## src/rtl/pipe_pkg.sv

```systemverilog
// Shared types and constants for the inter-stage pipeline registers.
package pipe_pkg;

    typedef enum logic [1:0] {
        EMPTY = 2'd0,
        ONE   = 2'd1,
        TWO   = 2'd2
    } pipe_state_e;

    localparam int PIPE_OCC_W = 2;

    // Default field widths for each stage boundary of the core.
    localparam int IFID_CTRL_W  = 4;
    localparam int IFID_DATA_W  = 64;
    localparam int IDEX_CTRL_W  = 16;
    localparam int IDEX_DATA_W  = 128;
    localparam int EXMEM_CTRL_W = 8;
    localparam int EXMEM_DATA_W = 96;
    localparam int MEMWB_CTRL_W = 4;
    localparam int MEMWB_DATA_W = 64;

    // An all-zero control word decodes as a NOP downstream.
    localparam int NOP_CTRL = 0;

    function automatic logic [PIPE_OCC_W-1:0] occOf(input pipe_state_e s);
        return PIPE_OCC_W'(s);
    endfunction

endpackage

```

## src/rtl/pipe_slot.sv

```systemverilog
// One pipeline storage entry (valid, ctrl, data). clear beats load; a cleared
// entry always carries the NOP control word, data is zeroed only with CLEAR_DATA.
module pipe_slot
    import pipe_pkg::*;
#(
    parameter int CTRL_W     = 8,
    parameter int DATA_W     = 64,
    parameter bit CLEAR_DATA = 1'b0
) (
    input  logic              clk,
    input  logic              rst,
    input  logic              load,
    input  logic              clear,
    input  logic [CTRL_W-1:0] ldCtrl,
    input  logic [DATA_W-1:0] ldData,
    output logic              valid,
    output logic [CTRL_W-1:0] ctrl,
    output logic [DATA_W-1:0] data
);

    // NOTE: non-blocking assignments for all state; the data register is reset
    // too, so a bubble never exposes stale X payload after power-up.
    always_ff @(posedge clk or posedge rst) begin
        if (rst) begin
            valid <= 1'b0;
            ctrl  <= CTRL_W'(NOP_CTRL);
            data  <= '0;
        end else if (clear) begin
            valid <= 1'b0;
            ctrl  <= CTRL_W'(NOP_CTRL);
            if (CLEAR_DATA) data <= '0;
        end else if (load) begin
            valid <= 1'b1;
            ctrl  <= ldCtrl;
            data  <= ldData;
        end
    end

endmodule

```

## src/rtl/pipe_stage_reg.sv

```systemverilog
// Parametrised valid/ready pipeline stage register with flush.
// Define PIPE_STAGE_SKID_EN to add a skid slot and a registered in_ready.
module pipe_stage_reg
    import pipe_pkg::*;
#(
    parameter int CTRL_W     = 8,
    parameter int DATA_W     = 64,
    parameter bit CLEAR_DATA = 1'b0
) (
    input  logic                  clk,
    input  logic                  rst,
    input  logic                  in_valid,
    output logic                  in_ready,
    input  logic [CTRL_W-1:0]     in_ctrl,
    input  logic [DATA_W-1:0]     in_data,
    input  logic                  flush,
    output logic                  out_valid,
    input  logic                  out_ready,
    output logic [CTRL_W-1:0]     out_ctrl,
    output logic [DATA_W-1:0]     out_data,
    output logic [PIPE_OCC_W-1:0] occupancy
);

    logic              headValid, headLoad, headClear;
    logic [CTRL_W-1:0] headCtrl, headLdCtrl;
    logic [DATA_W-1:0] headData, headLdData;
    logic              inXfer, outXfer;

    assign inXfer    = in_valid & in_ready;
    assign outXfer   = headValid & out_ready;
    assign out_valid = headValid;
    assign out_ctrl  = headCtrl;
    assign out_data  = headData;

    pipe_slot #(.CTRL_W(CTRL_W), .DATA_W(DATA_W), .CLEAR_DATA(CLEAR_DATA)) headSlot (
        .clk(clk), .rst(rst), .load(headLoad), .clear(headClear),
        .ldCtrl(headLdCtrl), .ldData(headLdData),
        .valid(headValid), .ctrl(headCtrl), .data(headData)
    );

`ifdef PIPE_STAGE_SKID_EN
    logic              skidValid, skidLoad, skidClear;
    logic [CTRL_W-1:0] skidCtrl;
    logic [DATA_W-1:0] skidData;
    pipe_state_e       state, nextState;
    logic              inReadyQ;

    pipe_slot #(.CTRL_W(CTRL_W), .DATA_W(DATA_W), .CLEAR_DATA(CLEAR_DATA)) skidSlot (
        .clk(clk), .rst(rst), .load(skidLoad), .clear(skidClear),
        .ldCtrl(in_ctrl), .ldData(in_data),
        .valid(skidValid), .ctrl(skidCtrl), .data(skidData)
    );

    // NOTE: every signal gets a default before the case so no latch is inferred.
    always_comb begin
        headLoad   = 1'b0;
        headClear  = 1'b0;
        skidLoad   = 1'b0;
        skidClear  = 1'b0;
        nextState  = state;
        headLdCtrl = skidValid ? skidCtrl : in_ctrl;
        headLdData = skidValid ? skidData : in_data;
        if (flush) begin
            headClear = 1'b1;
            skidClear = 1'b1;
            nextState = EMPTY;
        end else begin
            unique case (state)
                EMPTY: if (inXfer) begin
                    headLoad  = 1'b1;
                    nextState = ONE;
                end
                ONE: begin
                    if (inXfer && outXfer) begin
                        headLoad = 1'b1;
                    end else if (inXfer) begin
                        skidLoad  = 1'b1;
                        nextState = TWO;
                    end else if (outXfer) begin
                        headClear = 1'b1;
                        nextState = EMPTY;
                    end
                end
                TWO: if (outXfer) begin
                    headLoad  = 1'b1;
                    skidClear = 1'b1;
                    nextState = ONE;
                end
                default: nextState = EMPTY;
            endcase
        end
    end

    // in_ready comes straight from a flop, cutting the path from out_ready.
    always_ff @(posedge clk or posedge rst) begin
        if (rst) begin
            state    <= EMPTY;
            inReadyQ <= 1'b1;
        end else begin
            state    <= nextState;
            inReadyQ <= (nextState != TWO);
        end
    end

    assign in_ready  = inReadyQ;
    assign occupancy = occOf(state);
`else
    assign in_ready = !headValid | out_ready;

    always_comb begin
        headLdCtrl = in_ctrl;
        headLdData = in_data;
        headLoad   = inXfer & !flush;
        headClear  = flush | (outXfer & !inXfer);
    end

    assign occupancy = {1'b0, headValid};
`endif

endmodule

```

## config.mk

```make
export PLATFORM = sky130hd
export DESIGN_NAME = pipe_stage_reg
export DESIGN_NICKNAME = d
export VERILOG_FILES = /design/src/rtl/pipe_pkg.sv /design/src/rtl/pipe_slot.sv /design/src/rtl/pipe_stage_reg.sv
export SDC_FILE = /design/constraint.sdc
export NUM_CORES = 1
export LEC_CHECK = 0
export CAP_MARGIN = 20
export CELL_PAD_IN_SITES_DETAIL_PLACEMENT = 0
export CELL_PAD_IN_SITES_GLOBAL_PLACEMENT = 1
export CORE_MARGIN = 4
export CORE_UTILIZATION = 32
export CTS_BUF_LIST = sky130_fd_sc_hd__clkbuf_16
export CTS_CLUSTER_SIZE = 8
export DETAILED_ROUTE_END_ITERATION = 7
export GPL_TIMING_DRIVEN = 0
export PLACE_DENSITY = 0.79
export SYNTH_ARGS = -nofsm -noshare
export SYNTH_HDL_FRONTEND = slang
export SYNTH_HIERARCHICAL = 1
export SYNTH_SLANG_ARGS = --single-unit
```

## constraint.sdc

```tcl
create_clock -name clk -period 2.65 [get_ports clk]
set_input_delay 0.265 -clock clk [delete_from_list [all_inputs] [get_ports clk]]
set_output_delay 0.265 -clock clk [all_outputs]
set_load 0.01 [all_outputs]
```

==> out/metrics.yaml <==
status:
  outcome: "finished clean"
yosys:
  netlist.top_cell.by_area: "dfrtp_1"
  syn_area_sq_um: 3120
  async_flop_share: 1.00
  ys_types: 15
  synthFlopType: "dfrtp_1"
  synth_nets: 250
  syn_avg_cell_area_sq_um: 18.1
  synth_seq_area_share: 0.585
  synth_top_area_frac: 0.585
  synth_common_cells: "dfrtp_1, mux2_4, nor2_1, mux2i_1, buf_12"
  ys_ff_latch: 73
  yosysWarnings: 6
  synth_enable_flop_cells: 0
  synth.top_cells.by_area: "dfrtp_1, mux2_4, buf_12, mux2i_1, mux2_2"
  synthCells: 173
  yosysMostFrequentCell: "dfrtp_1"
placed_design:
  placed_area_sq_um: 4820
  gp_congestion: 0.650
  io_buffers: 151
  place_hpwl_mm: 5.28
  dp_slack_ns: 0.504
worst_setup_path:
  ff2ff_path_depth: 7
  cp-start-kind: "flip-flop"
  crit_arrival_ns: 2.01
  r2r_slack_ns: 0.84
  required_ns: 2.85
  cp_max_fo: 10
  r2r-start: "headSlot/valid"
  r2r_end: "headSlot/data[35]"
  critical_path_class: "reg2reg"
  cp-end-kind: "flip-flop"
timing:
  drv_slew: 0
  finalHoldViolCount: 0
  clock.fmax_ghz: 0.551
  period_minus_slack_ns: 1.81
  layout_worst_path_cycle_share: 0.685
  rsz0062_at_grt: "false"
  holdWs_ns: 0.313
  clock_skew_ns: 0.00532
  final-setup-viol-count: 0
  setup_ws_ns: 0.836
grt:
  grt_overflow_total: 0
  grt_usage: 0.130
  grt_max_degree: 41
  grt_pass1_vias: 2172
  grt_pass1_wl_mm: 11.8
  antenna_found_initial: 0
routing:
  wirelength_mm: 7.26
  firstDrtPassIters: 5
  ant_nets: 0
  viasPerCell: 4.23
  drc_errors: 0
  vias: 1986
  drt_iter0_markers: 68
  wl_per_cell_um: 15.4
power_and_ir_drop:
  ir_worst_vdd_mv: 0.266
  p_leak_nw: 2.21
  power_density_nw_per_um2: 738
floorplanning:
  die_h_um: 107
  start_util: 0.333
  rows: 35
  fp.coreArea_sq_um: 9370
  ioPinCount: 153
  die_area_sq_um: 11400
  die_w_um: 107
clock_network:
  cts_setup_buffers: 0
  clk_pin_slew_worst_paths_ns: 0.06
  ctsHoldBuffers: 0
  clockBufferDepth: 2
  clock-sinks: 73
  cts.repair.resized: 0
  cts_buffers: 9
  htreeDepth: 3
  cts_tree: "yes"
  clk_latency_ns: 0.32
  ctsRootBufferMaster: "clkbuf_16"
finish:
  design_area_sq_um: 5110
  final_layout_size_suffix_gt1_frac: 0.276
  antennaDiodeCount: 0
  area_growth_pct: 63.8
  final_nets: 413
flow_run:
  maxCapViolCount: 0
worst_hold_path:
  hold_class: "in2async"
-- worst max path at each step --
| stage | cells after the start | from | to |
|---|---|---|---|
| global placement | 2 | rst | headSlot/data[55] |
| CTS | 7 | headSlot/valid | headSlot/data[7] |
| detailed placement | 8 | out_ready | headSlot/data[7] |
| finish | 7 | headSlot/valid | headSlot/data[35] |
| floorplan | 1 | rst | headSlot/ctrl[0] |
| global route | 7 | headSlot/valid | headSlot/data[7] |
-- stage by stage --
stage	cells	TNS (ns)	util	total power, W
after floorplan	173	0	-	0.00197
after global placement	453	-57.11	0.512	0.00260
after detailed placement	454	0	0.514	0.00262
after CTS	470	0	0.546	0.00385
after global routing	470	0	0.546	0.00398
final	470	0	0.546	0.00378
-- cell usage in the layout (no fill, tap or decap), types with 4 or more instances in the layout --
cell type,count
buf_12,8
clkdlybuf4s50_1,151
mux2_4,60
mux2_2,4
nor2_1,10
mux2i_1,8
clkbuf_16,9
dfrtp_1,73
-- registers in the layout, indices dropped and copies added (netlist names) --
name,flops
headSlot/data,64
headSlot/valid,1
headSlot/ctrl,8
-- metal layers --
layer | vias to the layer above | GRT usage | share of wire
met3 | 2 | 0.0500 | 0.077
met2 | 93 | 0.189 | 0.45
met1 | 972 | 0.181 | 0.47
li1 | 919 | - | -
met4 | 0 | 0.0329 | 0.0021
met5 | - | 0 | 0
-- report_power, final --
part	leakage, nW	switching, W	internal (W)
logic	1.19	0.000345	0.000780
clock network	0.143	0.000459	0.000728
registers	0.881	0.000125	0.00134
total	2.21	0.000930	0.00285
-- critical path, stage by stage, from the launching register on --
cell      delay (ns)
dfrtp_1         0.44
nand2b_4        0.10
and3b_1         0.17
buf_6           0.16
nor2b_4         0.18
buf_12          0.17
buf_12          0.16
mux2_4          0.31
-- logic make-up after synthesis --
| logic type | synth area share |
|---|---|
| buffers and inverters | 0.0581 |
| multiplexers | 0.329 |
| flip-flops | 0.585 |
| other | 0.00120 |
| AO/OA/AOI/OAI | 0.00240 |
| AND/OR/NAND/NOR | 0.0248 |
-- area by class of cell --
| type | instances | area [sq um] |
|---|---|---|
| fillers | 825 | 4260 |
| flip-flops and latches | 73 | 1830 |
| repair buffers | 152 | 1530 |
| multi-input cells | 88 | 1110 |
| clock buffers | 9 | 225 |
| plain buffers | 11 | 178 |
| well taps | 129 | 161 |
| clock inverters | 7 | 71.3 |
| inverters | 1 | 6.26 |
Note: power is estimated with default switching activity, not from simulation.
